File: src/rtl/sprite_renderer.sv
// Single-sprite scanline renderer: fetches one 16-pixel ROM row during the
// horizontal blank before each sprite line, then shifts it out as gfx when the beam reaches sprite_x.
module sprite_renderer (
    input  logic       clk,
    input  logic       reset,
    input  logic [8:0] hpos,
    input  logic [8:0] vpos,
    input  logic       frame_start,
    input  logic       line_start,
    input  logic [8:0] sprite_x,
    input  logic [8:0] sprite_y,
    input  logic [1:0] direction,
    input  logic       anim,
    output logic [1:0] rom_dir,
    output logic       rom_anim,
    output logic [3:0] rom_yofs,
    output logic [3:0] rom_xofs,
    input  logic       rom_bit,
    output logic       gfx,
    output logic       busy
);

    typedef enum logic [2:0] {
        S_IDLE,
        S_WAIT_LINE,
        S_FETCH,
        S_WAIT_X,
        S_DRAW,
        S_WAIT_FETCH,
        S_DONE
    } state_t;

    state_t      r_state;
    state_t      w_state_nx;
    logic [3:0]  r_row;
    logic [3:0]  w_row_nx;
    logic [3:0]  r_col;
    logic [3:0]  w_col_nx;
    logic [15:0] r_buf;
    logic [15:0] w_buf_nx;
    logic [8:0]  r_x;
    logic [8:0]  r_y;
    logic [1:0]  r_dir;
    logic        r_anim;
    logic        r_gfx;
    logic [8:0]  w_next_line;
    logic        w_last_col;
    logic        w_last_row;

    // line_start marks the blank before the next line, so compare against vpos+1
    assign w_next_line = vpos + 9'd1;
    assign w_last_col  = (r_col == 4'd15);
    assign w_last_row  = (r_row == 4'd15);

    always_comb begin
        w_state_nx = r_state;
        w_row_nx   = r_row;
        w_col_nx   = r_col;
        w_buf_nx   = r_buf;
        if (frame_start) begin
            w_state_nx = S_WAIT_LINE;
            w_row_nx   = 4'd0;
            w_col_nx   = 4'd0;
        end else begin
            case (r_state)
                S_WAIT_LINE: begin
                    if (line_start && (w_next_line == r_y)) begin
                        w_state_nx = S_FETCH;
                        w_col_nx   = 4'd0;
                    end
                end
                S_FETCH: begin
                    w_buf_nx[4'd15 - r_col] = rom_bit;
                    if (w_last_col) begin
                        w_state_nx = S_WAIT_X;
                        w_col_nx   = 4'd0;
                    end else begin
                        w_col_nx = r_col + 4'd1;
                    end
                end
                S_WAIT_X: begin
                    if (hpos == r_x) begin
                        w_state_nx = S_DRAW;
                        w_col_nx   = 4'd0;
                    end else if (line_start) begin
                        // x never reached on this line: count the row as drawn
                        w_col_nx = 4'd0;
                        if (w_last_row) begin
                            w_state_nx = S_DONE;
                        end else begin
                            w_state_nx = S_FETCH;
                            w_row_nx   = r_row + 4'd1;
                        end
                    end
                end
                S_DRAW: begin
                    if (w_last_col) begin
                        w_col_nx = 4'd0;
                        if (w_last_row) begin
                            w_state_nx = S_DONE;
                        end else begin
                            w_state_nx = S_WAIT_FETCH;
                            w_row_nx   = r_row + 4'd1;
                        end
                    end else begin
                        w_col_nx = r_col + 4'd1;
                    end
                end
                S_WAIT_FETCH: begin
                    if (line_start) begin
                        w_state_nx = S_FETCH;
                        w_col_nx   = 4'd0;
                    end
                end
                default: begin
                end
            endcase
        end
    end

    always_ff @(posedge clk or posedge reset) begin
        if (reset) begin
            r_state <= S_IDLE;
            r_row   <= 4'd0;
            r_col   <= 4'd0;
            r_buf   <= 16'd0;
            r_x     <= 9'd0;
            r_y     <= 9'd0;
            r_dir   <= 2'd0;
            r_anim  <= 1'b0;
            r_gfx   <= 1'b0;
        end else begin
            r_state <= w_state_nx;
            r_row   <= w_row_nx;
            r_col   <= w_col_nx;
            r_buf   <= w_buf_nx;
            if (frame_start) begin
                r_x    <= sprite_x;
                r_y    <= sprite_y;
                r_dir  <= direction;
                r_anim <= anim;
            end
            // Load the pixel for the column about to be shown so gfx lines up with hpos = x+1+k
            r_gfx <= (w_state_nx == S_DRAW) ? r_buf[4'd15 - w_col_nx] : 1'b0;
        end
    end

    assign rom_dir  = r_dir;
    assign rom_anim = r_anim;
    assign rom_yofs = r_row;
    assign rom_xofs = (r_state == S_FETCH) ? r_col : 4'd0;
    assign gfx      = r_gfx;
    assign busy     = (r_state != S_IDLE) && (r_state != S_DONE);

endmodule

File: config.mk
export PLATFORM = sky130hd
export DESIGN_NAME = sprite_renderer
export DESIGN_NICKNAME = d
export VERILOG_FILES = /design/src/rtl/sprite_renderer.sv
export SDC_FILE = /design/constraint.sdc
export NUM_CORES = 1
export LEC_CHECK = 0
export CAP_MARGIN = 25
export CORE_MARGIN = 3
export CORE_UTILIZATION = 35
export CTS_BUF_LIST = sky130_fd_sc_hd__clkbuf_8
export DETAILED_ROUTE_END_ITERATION = 12
export PLACE_DENSITY = 0.55
export SLEW_MARGIN = 20
export SYNTH_ARGS = -nofsm -noshare
export SYNTH_HDL_FRONTEND = slang
export SYNTH_SLANG_ARGS = --single-unit
File: constraint.sdc
create_clock -name clk -period 2.9 [get_ports clk]
set_clock_uncertainty 0.2 [all_clocks]
set_input_delay 0.725 -clock clk [delete_from_list [all_inputs] [get_ports clk]]
set_output_delay 0.725 -clock clk [all_outputs]
set_load 0.1 [all_outputs]
Word level (Yosys, flattened, before mapping). Index checks and enable logic that the tools add are counted.

Reductions and logical operators: 8. Order comparisons: 3. Add/subtract/negate cells: 5. Eq/ne operators: 14. Bitwise operators: 1. Mux-type cells: 29.

Operators by type and width (count): $mux 4 (11); $mux 3 (8); $eq 9x9->1 (2); $bwmux 16 (1); $pmux 4 s4 (1); $pmux 3 s5 (1); $ne 3x3->1 const B (4); $lt 4x5->1 const B (2); $add 9x1->9 const B (1); $eq 3x3->1 const B (3); $add 4x1->4 const B (2); $eq 4x4->1 const B (2); $pmux 4 s2 (1); $sub 4x4->4 const A (2); $eq 3x2->1 const B (2); $reduce_bool 3->1 (2); $bmux 1 s4 (1); $demux 1 s4 (1); $ge 4x1->1 const B (1); $reduce_and 4->1 (1); $eq 3x1->1 const B (1); $logic_and 1x1->1 (3); $mux 1 (3); $mux 2 (1); 3 further kinds (3).

Bits in registers: 49. Logic and storage cells: 69.

Logic depth before layout (Yosys ltp).
Depth after elaboration: 10. Depth in mapped cells: 12. Mapped depth without buffers: 12.

Least setup slack after synthesis. Ideal clock, no wire load.

Path type: input-to-reg. From: in vpos[0]. To: reg r_gfx (netlist: gfx). Arrival: 2.792 ns. Slack: -0.161 ns. Stages: 11. Setup time: 0.069 ns. Cell sequence: ha_1 xor2_1 nor3_1 o211ai_1 a2111oi_4 o21ai_2 a211oi_2 nor2_2 a311oi_1 o221ai_1 nand3_1.

Longest elaborated chain between the ends: 10. Elaborated cells between the ends (all ways): 14. Those cells by class: add/sub (2); eq/ne (2); mux (9); reduce/logical (1).

Ends and longest elaborated chain: from (decl) (RTL line 7) `input logic [8:0] vpos,`; $add 9x1->9 (RTL line 51) `assign w_next_line = vpos + 9'd1;`; $eq 9x9->1 (RTL line 67) `if (line_start && (w_next_line == r_y)) begin`; $logic_and 1x1->1 (RTL line 67); $mux 4 (RTL line 67); $pmux 4 s4 (RTL line 65) `case (r_state)`; $mux 4 (RTL line 60) `if (frame_start) begin`; net w_col_nx[1] (RTL line 38) `logic [3:0] w_col_nx;`; $sub 4x4->4 (RTL line 144) `r_gfx <= (w_state_nx == S_DRAW) ? r_buf[4'd15 - w_col_nx] : 1'b0;`; $bmux 1 s4 (RTL line 144); $mux 1 (not written as such) (RTL line 144); $mux 1 (RTL line 144); to (signal assigned) (RTL line 144); to (decl) (RTL line 45) `logic r_gfx;`.

The timed path passes the listed nets, and every way through them passes these cells. The select of a mux whose other input is x is not followed. A chain may end at the register's enable or synchronous reset.

Worst setup path after layout.
From: in vpos[1]. To: reg r_gfx (netlist: gfx).

Longest elaborated chain between the ends: 10. Elaborated cells between the ends (all ways): 14. Those cells by class: add/sub (2); eq/ne (2); mux (9); reduce/logical (1).

Ends and longest elaborated chain (RTL line): $add 9x1->9 * (51); $eq 9x9->1 * (67); $logic_and 1x1->1 * (67); $mux 4 (67); $pmux 4 s4 (65); $mux 4 (60); $sub 4x4->4 (144); $bmux 1 s4 (144); $mux 1 (not written as such) (144); $mux 1 * (144).

Mark *: on every way between the ends. The rest lies on a longest branch, timed or not. The select of a mux whose other input is x is not followed.

==> impl_metrics.env <==
export IMPL_synth_most_common_cell="dfrtp_1"
export IMPL_ant_nets=0
export IMPL_cp_start_kind="input pin"
export IMPL_ios=57
export IMPL_critPathMaxFanout=6
export IMPL_yosysSeqAreaShare_pct=42.08
export IMPL_drt_iter0_markers=55
export IMPL_start_util_pct=36.94
export IMPL_slowest_delay_ps=280
export IMPL_drv_cap=0
export IMPL_drive_gt1_share_pct=38.46
export IMPL_wire_per_inst_um=15.51
export IMPL_synthTopCellsByCount="dfrtp_1, mux2_2, nand2_1, nor2_1"
export IMPL_ys_top_cells_by_area="dfrtp_1, mux2_2, xnor2_1, xor2_1, nand2_1"
export IMPL_ys_warn_count=0
export IMPL_wl_mm=7.430
export IMPL_multi_input_area_sq_um=1788
export IMPL_path_clk_slew_ps=90
export IMPL_syn_num_nets=333
export IMPL_ctsHoldBuffers=0
export IMPL_antenna_found_initial=0
export IMPL_grt_overflow=0
export IMPL_grt_pass1_wl_mm=12.58
export IMPL_rows=32
export IMPL_hp_class="reg2reg"
export IMPL_syn_mean_instance_area_sq_um=10.30
export IMPL_utilization_pct=52.87
export IMPL_dieArea_sq_um=9457
export IMPL_max_slew_margin_rel_pct=62.72
export IMPL_n_fill_cell=709
export IMPL_p_per_area_nw_per_um2=392.7
export IMPL_hold_violations=0
export IMPL_syn_inst=283
export IMPL_cp_arrival_ps=2870
export IMPL_routabilityCongestion=0.8637
export IMPL_place_hpwl_mm=5.673
export IMPL_dp_slack_ps=-967.5
export IMPL_end_kind="flip-flop"
export IMPL_die_w_um=97.25
export IMPL_fin_ws_ps=13.73
export IMPL_netlist_top_cell_by_area="dfrtp_1"
export IMPL_finalNonFillerCells=479
export IMPL_grt_pass1_vias=2464
export IMPL_cts_root_buf="clkbuf_8"
export IMPL_synth_edf_count=0
export IMPL_tns_ps=0
export IMPL_regArea_sq_um=1226
export IMPL_worstPathCellList="buf_8 -> ha_4 -> xor2_1 -> nor3_2 -> o211ai_1 -> a2111oi_4 -> buf_4 -> o211ai_4 -> nand2_4 -> mux2i_2 -> a311oi_2 -> o221ai_1 -> nand3_1"
export IMPL_diodes=0
export IMPL_io_buffers=56
export IMPL_synth_top_flop_cell="dfrtp_1"
export IMPL_fp_dieH_um=97.25
export IMPL_via_per_inst=5.079
export IMPL_vias=2433
export IMPL_post_route_period_util_pct=99.53
export IMPL_p_leak_nw=1.842
export IMPL_first_pass_iters=4
export IMPL_critPathRequiredTime_ps=2880
export IMPL_cts_sinks=49
export IMPL_max_freq_ghz=0.3465
export IMPL_fin_crit_ps=2886
export IMPL_synthArstFlopShare_pct=100.0
export IMPL_dp_cells=465
export IMPL_worst_slew_pin_slew_ps=558.4
export IMPL_setup_viol=0
export IMPL_synth_top_area_share_pct=42.08
export IMPL_crit_family="compound AO/OA/AOI/OAI gates"
export IMPL_cts_htree_levels=2
export IMPL_clock_latency_ps=300
export IMPL_crit_type="in2reg"
export IMPL_status="finished clean"
export IMPL_remaining_drc_errors=0
export IMPL_ys_ff_latch=49
export IMPL_syn_cell_area_sq_um=2914
export IMPL_cts_buffers=5
export IMPL_cts_buffer_depth=2
export IMPL_synth_cell_type_count=51
export IMPL_peakVddDrop_mv=0.2604
export IMPL_rsz0062_at_grt="true"
export IMPL_syn_to_final_growth_pct=43.11
export IMPL_worst_path_max_delay_cell="a2111oi_4"
export IMPL_nets=426
export IMPL_core_sq_um=7888
export IMPL_cts_tree="built"
export IMPL_grt_max_degree=32
export IMPL_final_max_slew_violation_count=0
export IMPL_grt_total_usage_pct=16.25
export IMPL_cp_buffers_inverters=2
-- layout make-up --
cell class	count	share of cell area [%]
timing repair buffer	97	20.82
sequential	49	29.40
multi-input combinational	210	42.87
inverter	13	1.170
clock inverter	3	1.020
tap	102	3.060
clock buffer	5	1.650
-- state kept, by name (all words and copies together) (netlist names) --
register,count
gfx,1
r_buf,16
r_col,4
r_state,3
r_x,9
r_y,9
rom_anim,1
rom_dir,2
rom_yofs,4
-- final timing paths --
check	startpoint	to	slack, ps	depth (start not counted)
worst max-delay path	vpos[1]	gfx	10	13
worst min-delay path	r_buf[1]	r_buf[1]	310	1
worst max register to register	r_col[0]	gfx	50	11
worst min register to register	r_buf[1]	r_buf[1]	310	1
max in group asynchronous	reset	gfx	1300	3
min in group asynchronous	reset	rom_yofs[1]	590	2
-- layer usage --
layer  vias to the layer above  part of all wire (%)  GRT usage [%]  wire (um)
met4                         0                   1.3          4.366         98
met2                        34                    50          26.38       3686
met1                      1186                    47          22.39       3481
met3                         8                   2.2          2.943        164
li1                       1205                     -              -          -
met5                         -                     0              0          0
-- repair_timing --
| action | in CTS | in global routing |
|---|---|---|
| setup buffers | 4 | 3 |
| pin swaps | 21 | 17 |
| resized for setup | 61 | 21 |
| setup endpoints to repair | 8 | 5 |
-- worst register-to-register path, delay by kind of cell (launching register included) --
family | cells | cell delay (ps)
and+or+nand+nor | 2 | 200
adders and majority gates | 1 | 310
DFF | 1 | 420
AOI/OAI and AO/OA | 8 | 1610
-- kinds of logic after synthesis --
| group | share of synthesized area (%) |
|---|---|
| and+or+nand+nor | 15.63 |
| DFF | 42.08 |
| AOI/OAI and AO/OA | 12.24 |
| muxes | 17.13 |
| xor gates and xnor gates | 7.213 |
| buffers and inverters | 3.134 |
| adders and majority gates | 2.576 |
-- report_power, final --
part	switching (mW)	internal, mW
Clock	0.238	0.256
Sequential	0.0291	0.718
Combinational	0.206	0.189
-- metrics by stage --
stage	power, mW	hold WS [ps]	area [sq um]
6_report	1.638	314.5	4170
2_1_floorplan	0.9748	272.6	2950
3_3_place_gp	1.122	288.3	3889
4_1_cts	1.657	315.0	4159
5_1_grt	1.728	337.1	4170
3_5_place_dp	1.127	294.1	3889
-- cell usage in the layout, fill, tap and decap left out, types with 6 or more instances in the layout --
master,instances
dfrtp_1,49
buf_4,46
mux2_2,39
clkdlybuf4s50_1,26
nand2_1,22
nor2_1,19
inv_1,12
nand3_1,11
xor2_1,10
xnor2_1,8
nor3_1,6
o21ai_0,6
Power figures use the tool's default switching activity.
